===== config.mk =====
export PLATFORM = sky130hd
export DESIGN_NAME = iic_cfg_sequencer
export DESIGN_NICKNAME = d
export VERILOG_FILES = /design/src/rtl/iic_cfg_sequencer_pkg.sv /design/src/rtl/iic_cfg_rom.sv /design/src/rtl/iic_cfg_sequencer.sv
export SDC_FILE = /design/constraint.sdc
export NUM_CORES = 1
export LEC_CHECK = 0
export BUFFER_PORTS_ARGS = -buffer_cell sky130_fd_sc_hd__buf_4
export CORE_ASPECT_RATIO = 1.1
export CORE_UTILIZATION = 35
export CTS_BUF_LIST = sky130_fd_sc_hd__clkbuf_16
export CTS_CLUSTER_DIAMETER = 100
export CTS_CLUSTER_SIZE = 10
export DETAILED_ROUTE_END_ITERATION = 6
export GPL_ROUTABILITY_DRIVEN = 1
export PLACE_DENSITY_LB_ADDON = 0.12
export SETUP_SLACK_MARGIN = 0.3
export SLEW_MARGIN = 30
export SYNTH_ARGS = -nofsm -noshare
export SYNTH_HDL_FRONTEND = slang
export SYNTH_HIERARCHICAL = 1
export SYNTH_SLANG_ARGS = --single-unit

===== constraint.sdc =====
create_clock -name Clk -period 1.4 [get_ports Clk]
set_clock_uncertainty 0.05 [all_clocks]
set_input_delay 0.21 -clock Clk [delete_from_list [all_inputs] [get_ports Clk]]
set_output_delay 0.21 -clock Clk [all_outputs]
set_load 0.1 [all_outputs]

===== src/rtl/iic_cfg_sequencer_pkg.sv =====
// Shared constants and types for the DVI transmitter I2C config sequencer.
// Holds the FSM encoding, the register table entries and the target address.
package iic_cfg_sequencer_pkg;

  localparam logic [6:0] DVI_SLAVE_ADDR = 7'h76;
  localparam int         DVI_NUM_WRITES = 5;

  typedef enum logic [2:0] {
    S_IDLE = 3'd0,
    S_LOAD = 3'd1,
    S_WAIT = 3'd2,
    S_GAP  = 3'd3,
    S_DONE = 3'd4,
    S_FAIL = 3'd5
  } seq_state_t;

  typedef struct packed {
    logic [7:0] ra;
    logic [7:0] hi;
    logic [7:0] lo;
  } dvi_cfg_t;

  // hi = pixel clock above 65 MHz, lo = at or below
  localparam dvi_cfg_t DVI_CFG_0 = '{ra: 8'h49, hi: 8'hC0, lo: 8'hC0};
  localparam dvi_cfg_t DVI_CFG_1 = '{ra: 8'h21, hi: 8'h09, lo: 8'h09};
  localparam dvi_cfg_t DVI_CFG_2 = '{ra: 8'h33, hi: 8'h06, lo: 8'h08};
  localparam dvi_cfg_t DVI_CFG_3 = '{ra: 8'h34, hi: 8'h26, lo: 8'h16};
  localparam dvi_cfg_t DVI_CFG_4 = '{ra: 8'h36, hi: 8'hA0, lo: 8'h60};

endpackage


===== src/rtl/iic_cfg_rom.sv =====
// Combinational lookup of the DVI register table.
// Maps (entry index, clock band) to a register address and data byte.
module iic_cfg_rom
  import iic_cfg_sequencer_pkg::*;
#(
  parameter int IW = 3
) (
  input  logic [IW-1:0] idx,
  input  logic          band,
  output logic [7:0]    reg_addr,
  output logic [7:0]    reg_data
);

  dvi_cfg_t e;

  always_comb begin
    e = '0;
    case (int'(idx))
      0:       e = DVI_CFG_0;
      1:       e = DVI_CFG_1;
      2:       e = DVI_CFG_2;
      3:       e = DVI_CFG_3;
      4:       e = DVI_CFG_4;
      default: e = '0;
    endcase
    reg_addr = e.ra;
    reg_data = band ? e.hi : e.lo;
  end

endmodule


===== src/rtl/iic_cfg_sequencer.sv =====
// Walks the DVI register table over a req/ack I2C byte-write engine.
// Retries on NACK, spaces writes apart and reruns on a clock-band change.
module iic_cfg_sequencer
  import iic_cfg_sequencer_pkg::*;
#(
  parameter logic [6:0] SLAVE_ADDR = DVI_SLAVE_ADDR,
  parameter int         NUM_WRITES = DVI_NUM_WRITES,
  parameter int         MAX_RETRY  = 3,
  parameter int         GAP_CYCLES = 3000,
  parameter int         GAP_MSB    = 11
) (
  input  logic       Clk,
  input  logic       Reset_n,
  input  logic       Start,
  input  logic       Pixel_clk_greater_than_65Mhz,
  output logic       Wr_req,
  output logic [6:0] Wr_addr,
  output logic [7:0] Wr_reg,
  output logic [7:0] Wr_data,
  input  logic       Wr_ack,
  input  logic       Wr_nack,
  output logic       Done,
  output logic       Error,
  output logic       Busy
);

  localparam int IW = (NUM_WRITES > 1) ? $clog2(NUM_WRITES) : 1;
  localparam int RW = (MAX_RETRY > 0) ? $clog2(MAX_RETRY + 1) : 1;

  typedef logic [IW-1:0]    idx_t;
  typedef logic [RW-1:0]    rty_t;
  typedef logic [GAP_MSB:0] gap_t;

  localparam idx_t I_LAST = idx_t'(NUM_WRITES - 1);
  localparam rty_t R_MAX  = rty_t'(MAX_RETRY);
  localparam gap_t G_LAST = gap_t'(GAP_CYCLES - 1);

  seq_state_t state;
  idx_t       idx;
  rty_t       retry;
  gap_t       gap;
  logic       band;
  logic       boot;
  logic [7:0] rom_reg;
  logic [7:0] rom_data;
  logic       band_chg;
  logic       restart;

  iic_cfg_rom #(.IW(IW)) u_rom (
    .idx      (idx),
    .band     (band),
    .reg_addr (rom_reg),
    .reg_data (rom_data)
  );

  assign Wr_addr  = SLAVE_ADDR;
  assign Busy     = (state != S_IDLE) && (state != S_DONE) && (state != S_FAIL);
  assign band_chg = Pixel_clk_greater_than_65Mhz ^ band;

  // boot makes the first cycle out of reset act as a Start pulse
  assign restart = ((state == S_IDLE) && (Start || boot))
                || ((state == S_DONE) && (Start || band_chg))
                || ((state == S_FAIL) && Start);

  always_ff @(posedge Clk or negedge Reset_n) begin
    if (!Reset_n) begin
      state   <= S_IDLE;
      idx     <= '0;
      retry   <= '0;
      gap     <= '0;
      band    <= 1'b0;
      boot    <= 1'b1;
      Wr_req  <= 1'b0;
      Wr_reg  <= '0;
      Wr_data <= '0;
      Done    <= 1'b0;
      Error   <= 1'b0;
    end else begin
      boot <= 1'b0;
      if (restart) begin
        band  <= Pixel_clk_greater_than_65Mhz;
        idx   <= '0;
        retry <= '0;
        Done  <= 1'b0;
        Error <= 1'b0;
        state <= S_LOAD;
      end else begin
        unique case (state)
          S_LOAD: begin
            Wr_reg  <= rom_reg;
            Wr_data <= rom_data;
            Wr_req  <= 1'b1;
            state   <= S_WAIT;
          end
          S_WAIT: begin
            if (Wr_ack) begin
              Wr_req <= 1'b0;
              gap    <= '0;
              if (!Wr_nack) begin
                if (idx == I_LAST) begin
                  Done  <= 1'b1;
                  state <= S_DONE;
                end else begin
                  idx   <= idx + 1'b1;
                  retry <= '0;
                  state <= S_GAP;
                end
              end else if (retry != R_MAX) begin
                retry <= retry + 1'b1;
                state <= S_GAP;
              end else begin
                Error <= 1'b1;
                state <= S_FAIL;
              end
            end
          end
          S_GAP: begin
            if (gap == G_LAST) begin
              gap   <= '0;
              state <= S_LOAD;
            end else begin
              gap <= gap + 1'b1;
            end
          end
          S_IDLE, S_DONE, S_FAIL: ;
          default: state <= S_IDLE;
        endcase
      end
    end
  end

endmodule


# --- Yosys cells after proc, flatten, opt, wreduce, memory -nomap -nowiden ---
# Index checks and enable logic that the tools add are counted.
classes:
  n_eq_ne: 22
  bitwise_logic: 2
  n_addsub: 3
  muxes: 35
  reduce_logical: 27
op_table:
  columns: ["cell", "n"]
  rows:
  - ["case mux 23 bit (5 select lines)", 1]
  - ["2-to-1 mux 3 bit", 11]
  - ["2-to-1 mux 12 bit", 2]
  - ["case mux 12 bit (2 select lines)", 1]
  - ["AND reduction 4 bit", 4]
  - ["!= test 3 bit, second input constant", 5]
  - ["adder 12 x 1 -> 12 bit, second input constant", 1]
  - ["equality test 12 bit, second input constant", 1]
  - ["equality test 3 x 2 -> 1 bit, second input constant", 4]
  - ["2-to-1 mux 2 bit", 6]
  - ["case mux 3 bit (4 select lines)", 1]
  - ["nonzero test 2 bit", 6]
  - ["2-to-1 mux 1 bit", 11]
  - ["!= test 2 bit, second input constant", 5]
  - ["equality test 3 bit, second input constant", 3]
  - ["AND reduction 3 bit", 3]
  - ["2-to-1 mux 8 bit", 1]
  - ["equality test 3 x 1 -> 1 bit, second input constant", 2]
  - ["zero test 3 bit", 2]
  - ["logical AND 1 bit", 5]
  - ["logical OR 1 bit", 4]
  - ["adder 3 x 1 -> 3 bit, second input constant", 1]
  - ["!= test 3 x 1 -> 1 bit, second input constant", 1]
  - ["nonzero test 3 bit", 1]
  - ["other kinds (7)", 7]
totals:
  out_inout_bits: 27
  reg_bits: 41
  word_cells: 100
  input_bits: 6

# --- Depth between registers and ports, before layout ---
# Gate-level depths: netlist (run 1).
depth:
  depth_word: 7
  depth_mapped: 6
  ltp_nobuf: 6

# --- Modules after synthesis ---
# The synthesis (run 1) kept the hierarchy.
modules_own_cells:
  columns: ["module", "area_per_inst_um2", "n_inst", "seq_area_each_um2", "cells_each"]
  rows:
  - ["iic_cfg_sequencer", 2018.2, 1, 1027.2, 184]
  - ["iic_cfg_rom", 181.4, 1, 0.0, 28]

# --- Least setup slack after synthesis (run 1) ---
# Ideal clock, no wire load.
synth_timing:
  path_type: "register to output"
  startpoint: "register state[2]"
  endpoint: "output port Busy"
  required_time_ns: 1.140
  path_slack_ns: -0.157
  t_arrival_ns: 1.297
  path_buffers: 0
  stages_incl_launch_ff: 3
  cell_sequence: "dfrtp_1 > nand2b_2 > nand2_1"
synth_between:
  elab_chain_len: 3
  word_cells_on_any_way: 5
  classes_between: "eq/ne (2); reduce/logical (3)"
synth_rtl:
  columns: ["element", "line", "text"]
  rows:
  - ["start, declared", "iic_cfg_sequencer.sv:38", "seq_state_t state;"]
  - ["start signal, assigned", "iic_cfg_sequencer.sv:67", "state <= S_IDLE;"]
  - ["start signal, assigned", "iic_cfg_sequencer.sv:86", "state <= S_LOAD;"]
  - ["start signal, assigned", "iic_cfg_sequencer.sv:93", "state <= S_WAIT;"]
  - ["!= test 3 bit / nonzero test 3 bit (equally long branches)", "iic_cfg_sequencer.sv:57", "assign Busy = (state != S_IDLE) && (state != S_DONE) && (state != S_FAIL);"]
  - ["logical AND 1 bit", "iic_cfg_sequencer.sv:57", null]
  - ["logical AND 1 bit *", "iic_cfg_sequencer.sv:57", null]
  - ["end, declared", "iic_cfg_sequencer.sv:24", "output logic Busy"]
# Every way passes the cells marked *; elsewhere a longest branch is shown, timed or not.

# --- Worst setup path in the final report (run 1) ---
# Ends and elaborated chain as after synthesis.

==> out/results.tsv, run 1 <==
metric	value	unit
cp_data_arrival_time	1.23	ns
clock_tree_root	sky130_fd_sc_hd__clkbuf_16	
area_growth	63.3	%
grt_max_degree	42	
die_w	77.6	µm
final.fill_count	480	
routed-via-count	1830	
postLayoutSetupSlackWorst	-0.0911	ns
num_rows	29	
grt_setup_unrepaired	true	
synth_compound_gate_area_share	0.121	
finalNetCount	299	
final_cell_count_no_fill	367	
max_cap_violations	0	
flip_flop_count_of_the_largest_register_all_copies_and_words_added	12	
timing.critical_path.fanout_max	4	
postSynth.asyncResetShare	1.00	
cp_data_required_time	1.14	ns
hpwl	3340	µm
worst-r2r-setup-slack	-0.09	ns
wl_per_cell	14.9	µm
synth.mux.area_fraction	0.101	
violations	setup timing	
worstSetupEndpoint	Busy	
worst_ir_drop_vdd	616	µV
synth_warnings	6	
max_slew_margin_vs_limit	0.647	
hold_viol_final	0	
coreArea	5910	µm²
worstReg2RegEnd	Wr_data[6]	
die-area	6610	µm²
io_buffer_count	25	
dominant_combinational_cell_family_by_area_after_synthesis	simple AND/OR/NAND/NOR gates	
synth-simple-area-share	0.190	
crit-reg2reg-launch	state[2]	
globalRouteTotalUtil	0.168	
worstSkewPairLatency	0.29	ns
grt_overflow	0	
first_pass_iters	4	
rr_worst_depth	4	
max_clock_freq	0.671	GHz
avgSynthCellArea	10.4	µm²
synth.cells.most_frequent	sky130_fd_sc_hd__dfrtp_1 (40), sky130_fd_sc_hd__nand2_1 (23), sky130_fd_sc_hd__mux2_2 (16), sky130_fd_sc_hd__nand3_1 (13), sky130_fd_sc_hd__buf_4 (12)	
initial_utilization	0.372	
synthTopCellsByArea	sky130_fd_sc_hd__dfrtp_1 (46%), sky130_fd_sc_hd__mux2_2 (8.2%), sky130_fd_sc_hd__buf_4 (4.1%)	
setup_violation_total_in_the_final_timing_report	31	
synthDominantAreaCellType	sky130_fd_sc_hd__dfrtp_1	
synth_fa_ha_area_frac	0.0228	
power_density	1250	nW/µm²
synth_area	2200	µm²
instance_count_of_the_mapped_netlist	212	
placedCellCount	336	
xor_xnor_share_of_the_synthesized_area	0.0159	
worstSetupStartpoint	state[2]	
die-height	85.1	µm
drv_slew	0	
grt_pass1_vias	1814	
post_synth_num_cell_types	52	
final_layout_size_suffix_gt1_frac	0.600	
timing_worst_slew_pin_value	0.530	ns
synth_seq_cells	41	
cts_htree_levels	2	
power_leakage	1.61	nW
wire_length_of_the_first_global_routing_pass	8690	µm
run_status	complete, but fails checks	
final.period_utilization	1.07	
dominantRegCellSynth	sky130_fd_sc_hd__dfrtp_1	
synthMostInstantiatedCell	sky130_fd_sc_hd__dfrtp_1	
seq_area_frac_synth	0.467	
post-synth-top-area-fraction	0.455	
drtAntennaViolNets	0	
fin_util	0.607	
start_kind	flop	
timing.critical_path.to_type	output pin	
post-route-drc-count	0	
clk_path_buf_depth	2	
holdCritStartpoint	Pixel_clk_greater_than_65Mhz	
gpl.final_weighted_congestion	0.760	
tritoncts_clock_tree	done	
num_io_pins	33	
period_minus_slack	1.49	ns
antenna_violations_before_repair	0	
min-delay-path-class	primary input to flop	
wl	5480	µm
critPathKind	flop to output pin	
numCtsBuffers	5	
clkSinkCount	41	
clkTransAtPathRegs	0.06	ns
routed_via_density	4.99	
antenna-diode-count	0	
synth-edff-count	0	
drt_first_iter_violations	105	
[area by class of cell]
class	instances	area (µm²)	area share
multi-input combinational	149	1290	0.359
sequential	41	1050	0.294
timing repair buffer	83	968	0.270
clock buffer	5	125	0.0348
tap	77	96.3	0.0268
inverter	9	33.8	0.00941
clock inverter	3	25.0	0.00697
[timing repair]
| action | in CTS | in global routing |
|---|---|---|
| pin swaps | 9 | 14 |
| setup buffers | 10 | 9 |
| cloned | 0 | 3 |
| endpoints found under the hold margin | 40 | 0 |
| endpoints found under the setup margin | 60 | 60 |
| resized for setup | 84 | 19 |
| hold buffers | 1 | 0 |
[cells by family (layout without fill, tap and decap cells)]
family,after synthesis,after routing
buffers and inverters,29,100
muxes,20,20
xor gates and xnor gates,4,4
other,3,9
DFF,41,41
AOI/OAI and AO/OA,37,38
adders and majority gates,4,4
and+or+nand+nor,74,74
[report_power, final]
group | switching [W] | total [W] | internal, W
Clock | 0.000524 | 0.00120 | 0.000674
Combinational | 0.000929 | 0.00171 | 0.000785
Sequential | 0.000175 | 0.00156 | 0.00139
Total | 0.00163 | 0.00448 | 0.00285
[metrics by stage]
stage	setup TNS [ns]	instance area (µm²)	hold slack (ns)	power [W]	worst slack, ns
after floorplan	-1.15	2400	-0.136	0.00256	-0.113
after global placement	-0.787	2800	0.186	0.00295	-0.0842
after detailed placement	-0.963	2800	0.187	0.00297	-0.102
after CTS	-0.440	3380	0.116	0.00438	-0.0728
after global routing	-3.15	3590	0.125	0.00470	-0.131
final	-1.61	3590	0.119	0.00448	-0.0911
[cell usage in the layout (no fill, tap or decap), drive strengths merged, types with 2 or more instances in the layout]
master  instances
buf            80
dfrtp          40
nand2          23
mux2           17
nand3          14
inv            11
conb            9
nor2            8
clkbuf          7
nor3            6
o21ai           6
nand2b          5
o22ai           5
a31oi           5
a21oi           5
o31ai           4
ha              4
nand4           3
mux2i           3
and3            3
nand3b          2
xor2            2
a32o            2
and4            2
a21o            2
xnor2           2
a31o            2
nor3b           2
[worst min path at each step]
stage / endpoint / slack [ns] / cells after the start
after global placement: Wr_reg[3] / 0.19 / 1
after detailed placement: Wr_reg[3] / 0.19 / 1
after global routing: band / 0.12 / 2
after CTS: band / 0.12 / 2
after floorplan: Done / -0.14 / 0
final: band / 0.12 / 2
[critical path: stages (launching register included)]
cell                       delay [ns]
sky130_fd_sc_hd__dfrtp_1         0.41
sky130_fd_sc_hd__nand2b_4        0.18
sky130_fd_sc_hd__buf_6           0.13
sky130_fd_sc_hd__nand2_4         0.05
sky130_fd_sc_hd__buf_12          0.16
[metal layers]
| layer | part of all wire | vias to the layer above | routed length [µm] | track usage |
|---|---|---|---|---|
| li1 | - | 891 | - | - |
| met1 | 0.46 | 891 | 2530 | 0.214 |
| met2 | 0.49 | 39 | 2690 | 0.282 |
| met3 | 0.034 | 9 | 186 | 0.0409 |
| met4 | 0.013 | 0 | 72 | 0.0497 |
| met5 | 0 | - | 0 | 0 |
Note: power is estimated with default switching activity, not from simulation.
==> run 2: changes to the inputs <==
==> constraint.sdc (replaced) <==
create_clock -name Clk -period 1.4 [get_ports Clk]
set_clock_uncertainty 0.05 [all_clocks]
set_input_delay 0.14 -clock Clk [delete_from_list [all_inputs] [get_ports Clk]]
set_output_delay 0.14 -clock Clk [all_outputs]
set_load 0.1 [all_outputs]
==> run 2 against run 1 <==
The run still ends with setup timing left. Critical path depth grew 2. Final area grew 2.1%. Die area is the same. Power grew 3.7%. Combinational power is essentially flat. Wire length grew 2.7%. First-iteration DRC count shrank 21%. Cell count shrank 0.27%. Global-route usage grew 0.44 points. Flip-flop and latch count is the same. Non-clock buffer count is the same. Sequential share of layout area shrank 1.3 points.
==> out/results.tsv, run 2 (synthesis gave the netlist of run 1 again) <==
metric	value	unit	change
postLayoutSetupSlackWorst	-0.115	ns	-0.0234 ns
critical_path.slowest_cell	sky130_fd_sc_hd__dfrtp_1		
cp_data_required_time	1.52	ns	+0.38 ns
max_clock_freq	0.660	GHz	-1.5%
cp_slowest_stage_delay	0.42	ns	about the same
clock_tree_root	sky130_fd_sc_hd__clkbuf_16		
pwr-share-seq	0.338		-0.011
grt_setup_unrepaired	true		
initial_utilization	0.372		unchanged
grt_max_degree	42		unchanged
cp_cell_sequence	ha_4 -> and4_4 -> nand3_4 -> buf_6 -> a31oi_1 -> o22ai_1		
finalNetCount	298		-0.33%
timing.critical_path.fanout_max	7		+3
pwr-share-comb	0.374		-0.009
clkSinkCount	41		unchanged
die-area	6610	µm²	unchanged
antenna-diode-count	0		unchanged
hold_viol_final	0		unchanged
drv_slew	0		unchanged
min-delay-path-class	primary input to flop		
wl	5630	µm	+2.7%
hpwl	3410	µm	+2.2%
first_pass_iters	4		unchanged
die_w	77.6	µm	unchanged
post-route-drc-count	0		unchanged
routed-via-count	1870		+2.2%
violations	setup timing		
worst_ir_drop_vdd	683	µV	+11%
final_layout_size_suffix_gt1_frac	0.585		-0.0152
final_common_cell	sky130_fd_sc_hd__dfrtp_1		
flip_flop_count_of_the_largest_register_all_copies_and_words_added	12		unchanged
num_rows	29		unchanged
coreArea	5910	µm²	unchanged
layout_common_cells	sky130_fd_sc_hd__dfrtp_1 (38), sky130_fd_sc_hd__buf_4 (35), sky130_fd_sc_hd__buf_6 (26), sky130_fd_sc_hd__mux2_4 (16), sky130_fd_sc_hd__nand2_1 (14)		
grt_overflow	0		unchanged
numCtsBuffers	5		unchanged
power_density	1270	nW/µm²	+1.6%
power_leakage	1.68	nW	+4.0%
setup_violation_total_in_the_final_timing_report	34		+9.7%
clk_path_buf_depth	2		unchanged
area_growth	66.7	%	
clock_share_of_power	0.288		+0.020
run_status	complete, but fails checks		
grt_pass1_vias	1815		+0.055%
max_cap_violations	0		unchanged
wire_length_of_the_first_global_routing_pass	8890	µm	+2.4%
globalRouteTotalUtil	0.172		+0.00441
clkTransAtPathRegs	0.06	ns	about the same
drt_first_iter_violations	83		-21%
io_buffer_count	25		unchanged
cp_data_arrival_time	1.63	ns	+0.40 ns
max_slew_margin_vs_limit	0.633		-0.0137
routed_via_density	5.11		+2.5%
final.period_utilization	1.08		+0.0167
power.share.switching	0.354		-0.0100
critPathKind	flop to flop		
start_kind	flop		
timing_worst_slew_pin_value	0.550	ns	+0.0205 ns
die-height	85.1	µm	unchanged
switchingPower	0.00164	W	+0.87%
fin_util	0.620		+0.0127
cts_htree_levels	2		unchanged
antenna_violations_before_repair	0		unchanged
tritoncts_clock_tree	done		
fin_tns_setup	-1.79	ns	-0.179 ns
drtAntennaViolNets	0		unchanged
wl_per_cell	15.4	µm	+3.0%
period_minus_slack	1.51	ns	+0.0234 ns
timing.critical_path.to_type	flop		
gpl.final_weighted_congestion	0.786		+3.4%
cell_internal_pwr	0.00300	W	+5.4%
num_io_pins	33		unchanged
worstSkewPairLatency	0.28	ns	about the same
-- run 2: final cells by class --
cell class              count  area [µm²]
fillers                   467        2250
well taps                  77        96.3
inverters                   9        33.8
repair buffers             83         951
clock inverters             3        46.3
multi-input cells         148        1380
flip-flops and latches     41        1030
clock buffers               5         125
-- run 2: per-layer routing --
layer  wire (µm)  part of all wire  GRT usage
met1        2520              0.45      0.226
met2        2830              0.50      0.290
met3         162             0.029     0.0247
met4         111             0.020     0.0617
met5           0                 0          0
-- run 2: path summary, 6_finish.rpt --
check	start	endpoint	slack (ns)	depth (start not counted)
worst max-delay path	gap[1]	gap[5]	-0.11	6
worst min-delay path	Pixel_clk_greater_than_65Mhz	band	0.06	2
worst max register to register	gap[1]	gap[5]	-0.11	6
worst min register to register	gap[9]	gap[9]	0.43	1
max in group asynchronous	Reset_n	Wr_req	0.56	2
min in group asynchronous	Reset_n	gap[2]	0.34	2
-- run 2: what timing repair did --
action | 4_1_cts | 5_1_grt
cloned | 1 | 2
resized for setup | 76 | 63
endpoints found under the setup margin | 60 | 53
hold buffers | 1 | 0
buffers inserted | 5 | 9
hold endpoints to repair | 40 | 0
pin swaps | 20 | 21
-- run 2: critical path, delay by kind of cell, from the launching register on --
| family | cells | cell delay [ns] |
|---|---|---|
| buf+inv | 1 | 0.16 |
| simple gates | 2 | 0.38 |
| flops | 1 | 0.42 |
| compound gates | 2 | 0.22 |
| fa+ha+maj | 1 | 0.18 |
-- run 2: per-stage QoR --
stage | worst slack [ns] | area, µm² | std cells | hold slack [ns] | power, W
global route | -0.156 | 3670 | 366 | 0.0711 | 0.00487
floorplan | -0.118 | 2310 | 218 | -0.206 | 0.00251
detailed placement | -0.0843 | 2770 | 340 | 0.121 | 0.00294
CTS | -0.0607 | 3310 | 355 | 0.0580 | 0.00451
finish | -0.115 | 3670 | 366 | 0.0647 | 0.00464
global placement | -0.0772 | 2770 | 340 | 0.119 | 0.00293
-- run 2: power groups by stage --
stage / sequential (W) / clock, W / combinational [W]
CTS: 0.00156 / 0.00137 / 0.00158
global route: 0.00160 / 0.00141 / 0.00186
global placement: 0.00153 / 0 / 0.00140
finish: 0.00157 / 0.00134 / 0.00174
floorplan: 0.00189 / 0 / 0.000620
detailed placement: 0.00153 / 0 / 0.00141
==> run 3: changes to the inputs <==
--- a/config.mk
+++ b/config.mk
@@ -7,7 +7,7 @@
 export LEC_CHECK = 0
 export BUFFER_PORTS_ARGS = -buffer_cell sky130_fd_sc_hd__buf_4
 export CORE_ASPECT_RATIO = 1.1
-export CORE_UTILIZATION = 35
+export CORE_UTILIZATION = 40
 export CTS_BUF_LIST = sky130_fd_sc_hd__clkbuf_16
 export CTS_CLUSTER_DIAMETER = 100
 export CTS_CLUSTER_SIZE = 10
==> run 3 against run 2 <==
The flow still finishes with violations (setup timing). Via count is 1.8% lower. Flip-flop and latch count stayed put. Power is 1.5% lower. Die area is 12% lower. Worst hold slack better by 0.019 ns. Clock power is 6% lower. Non-clock buffer count is 1 lower. Maximum frequency is 3.6% higher. Setup slack better by 0.053 ns. Sequential share of layout area is 1.8 points higher. Combinational power hardly changed. Critical path type unchanged. Largest cell class unchanged. Largest power group unchanged. Highest routed layer unchanged.
==> out/results.tsv, run 3 (synthesis gave the netlist of run 1 again) <==
metric	value	unit	change
run_status	complete, but fails checks		
antenna_violations_before_repair	0		unchanged
final_common_cell	sky130_fd_sc_hd__buf_4		
fin_tns_setup	-1.15	ns	+0.644 ns
numCtsBuffers	5		unchanged
layout_common_cells	sky130_fd_sc_hd__buf_4 (44), sky130_fd_sc_hd__dfrtp_1 (37), sky130_fd_sc_hd__buf_6 (28), sky130_fd_sc_hd__nand2_1 (16), sky130_fd_sc_hd__mux2_2 (14)		
violations	setup timing		
drv_slew	0		unchanged
postLayoutSetupSlackWorst	-0.0613	ns	+0.0532 ns
routed_via_density	5.11		about the same
grt_max_degree	42		unchanged
final.period_utilization	1.04		-0.0380
worst_ir_drop_vdd	944	µV	+38%
drt_first_iter_violations	84		+1.2%
die-height	79.8	µm	-6.3%
setup_violation_total_in_the_final_timing_report	30		-12%
gpl.final_weighted_congestion	0.837		+6.5%
global_route.usage.met3	0.0379		+0.0131
min-delay-path-class	primary input to flop		
timing.critical_path.to_type	flop		
min_delay_path_depth	2		unchanged
timing_worst_slew_pin_value	0.534	ns	-0.0158 ns
antenna-diode-count	0		unchanged
placedCellCount	335		-1.5%
fin_util	0.671		+0.0510
max_slew_margin_vs_limit	0.644		+0.0105
rr_worst_depth	5		-1
standard_cell_area_after_detailed_placement	2760	µm²	-0.23%
fin_area	3440	µm²	-6.0%
grt_setup_unrepaired	true		
grt_use_met1	0.255		+0.0288
wl_per_cell	15.0	µm	-2.2%
start_kind	flop		
final_layout_size_suffix_gt1_frac	0.554		-0.0308
power_leakage	1.58	nW	-5.7%
hold_viol_final	0		unchanged
num_io_pins	33		unchanged
wire_length_of_the_first_global_routing_pass	8660	µm	-2.6%
final.fill_count	405		-13%
wl	5400	µm	-4.1%
cp_data_arrival_time	1.57	ns	-0.06 ns
final_cell_count_no_fill	359		-1.9%
power_density	1330	nW/µm²	+4.8%
period_minus_slack	1.46	ns	-0.0532 ns
max_clock_freq	0.684	GHz	+3.6%
globalRoute.busiestLayer	met2		
clk_path_buf_depth	2		unchanged
cts_htree_levels	2		unchanged
grt_pass1_vias	1860		+2.5%
post-route-drc-count	0		unchanged
tritoncts_clock_tree	done		
routed-via-count	1836		-1.8%
clkSinkCount	41		unchanged
fin_hold_ws	0.0842	ns	+0.0194 ns
grt_overflow	0		unchanged
hpwl	3430	µm	+0.51%
initial_utilization	0.428		+0.0565
critPathKind	flop to flop		
io_buffer_count	25		unchanged
worstSkewPairLatency	0.28	ns	about the same
area_growth	56.6	%	
die_w	72.7	µm	-6.3%
finalNetCount	297		-0.34%
num_rows	27		-6.9%
groute.layer.met2.usage	0.322		+0.0328
die-area	5800	µm²	-12%
clock_tree_root	sky130_fd_sc_hd__clkbuf_16		
first_pass_iters	4		unchanged
drtAntennaViolNets	0		unchanged
globalRouteTotalUtil	0.194		+0.0221
cp_data_required_time	1.51	ns	about the same
coreArea	5130	µm²	-13%
flip_flop_count_of_the_largest_register_all_copies_and_words_added	12		unchanged
max_cap_violations	0		unchanged
clkTransAtPathRegs	0.06	ns	about the same
timing.critical_path.fanout_max	6		-1
-- run 3: changes by cell type in the layout (fill, tap and decap cells not counted), moves of 4 or more --
cell                     delta
sky130_fd_sc_hd__mux2_2    +14
sky130_fd_sc_hd__buf_8      -6
sky130_fd_sc_hd__buf_12     -4
sky130_fd_sc_hd__mux2_4    -13
sky130_fd_sc_hd__buf_4      +9
-- run 3: path summary, 6_finish.rpt --
check                                                  start  endpoint  slack [ns]
worst max-delay path                                state[2]      band       -0.06
worst min-delay path            Pixel_clk_greater_than_65Mhz      band        0.08
worst max register to register                      state[2]      band       -0.06
worst min register to register                        gap[9]    gap[9]        0.43
max in group asynchronous                            Reset_n  state[0]        0.56
min in group asynchronous                            Reset_n    gap[5]        0.33
-- run 3: layout make-up --
class,instances,area [µm²],share of cell area
clock buffers,5,125,0.0363
clock inverters,2,35.0,0.0102
inverters,9,33.8,0.00981
multi-input cells,148,1310,0.380
flip-flops and latches,41,1030,0.299
well taps,72,90.1,0.0262
repair buffers,82,821,0.238
-- run 3: power by group --
group          switching [W]  internal, W  total [W]
logic               0.000964     0.000776    0.00174
registers           0.000185      0.00138    0.00157
clock network       0.000435     0.000827    0.00126
-- run 3: through the flow --
stage	setup WS (ns)	total power, W
6_report	-0.0613	0.00457
5_1_grt	-0.101	0.00478
4_1_cts	-0.0575	0.00436
3_5_place_dp	-0.101	0.00293
3_3_place_gp	-0.0911	0.00292
2_1_floorplan	-0.118	0.00251
-- run 3: timing repair --
action / CTS / global route
buffers inserted: 7 / 9
hold endpoints to repair: 40 / 0
resized for setup: 49 / 41
setup endpoints to repair: 60 / 46
hold buffers: 1 / 0
pin swaps: 13 / 13
-- run 3: routing by layer --
metal | share of wire | routed length (µm)
met5 | 0 | 0
met4 | 0.0093 | 50
met3 | 0.029 | 154
met2 | 0.51 | 2740
met1 | 0.45 | 2450
-- run 3: critical path: stages (launching register included) --
cell and delay (ns):
sky130_fd_sc_hd__dfrtp_2 0.44, sky130_fd_sc_hd__buf_4 0.16, sky130_fd_sc_hd__nand2b_4 0.07, sky130_fd_sc_hd__o22ai_4 0.08, sky130_fd_sc_hd__nor3_4 0.23, sky130_fd_sc_hd__mux2_4 0.32
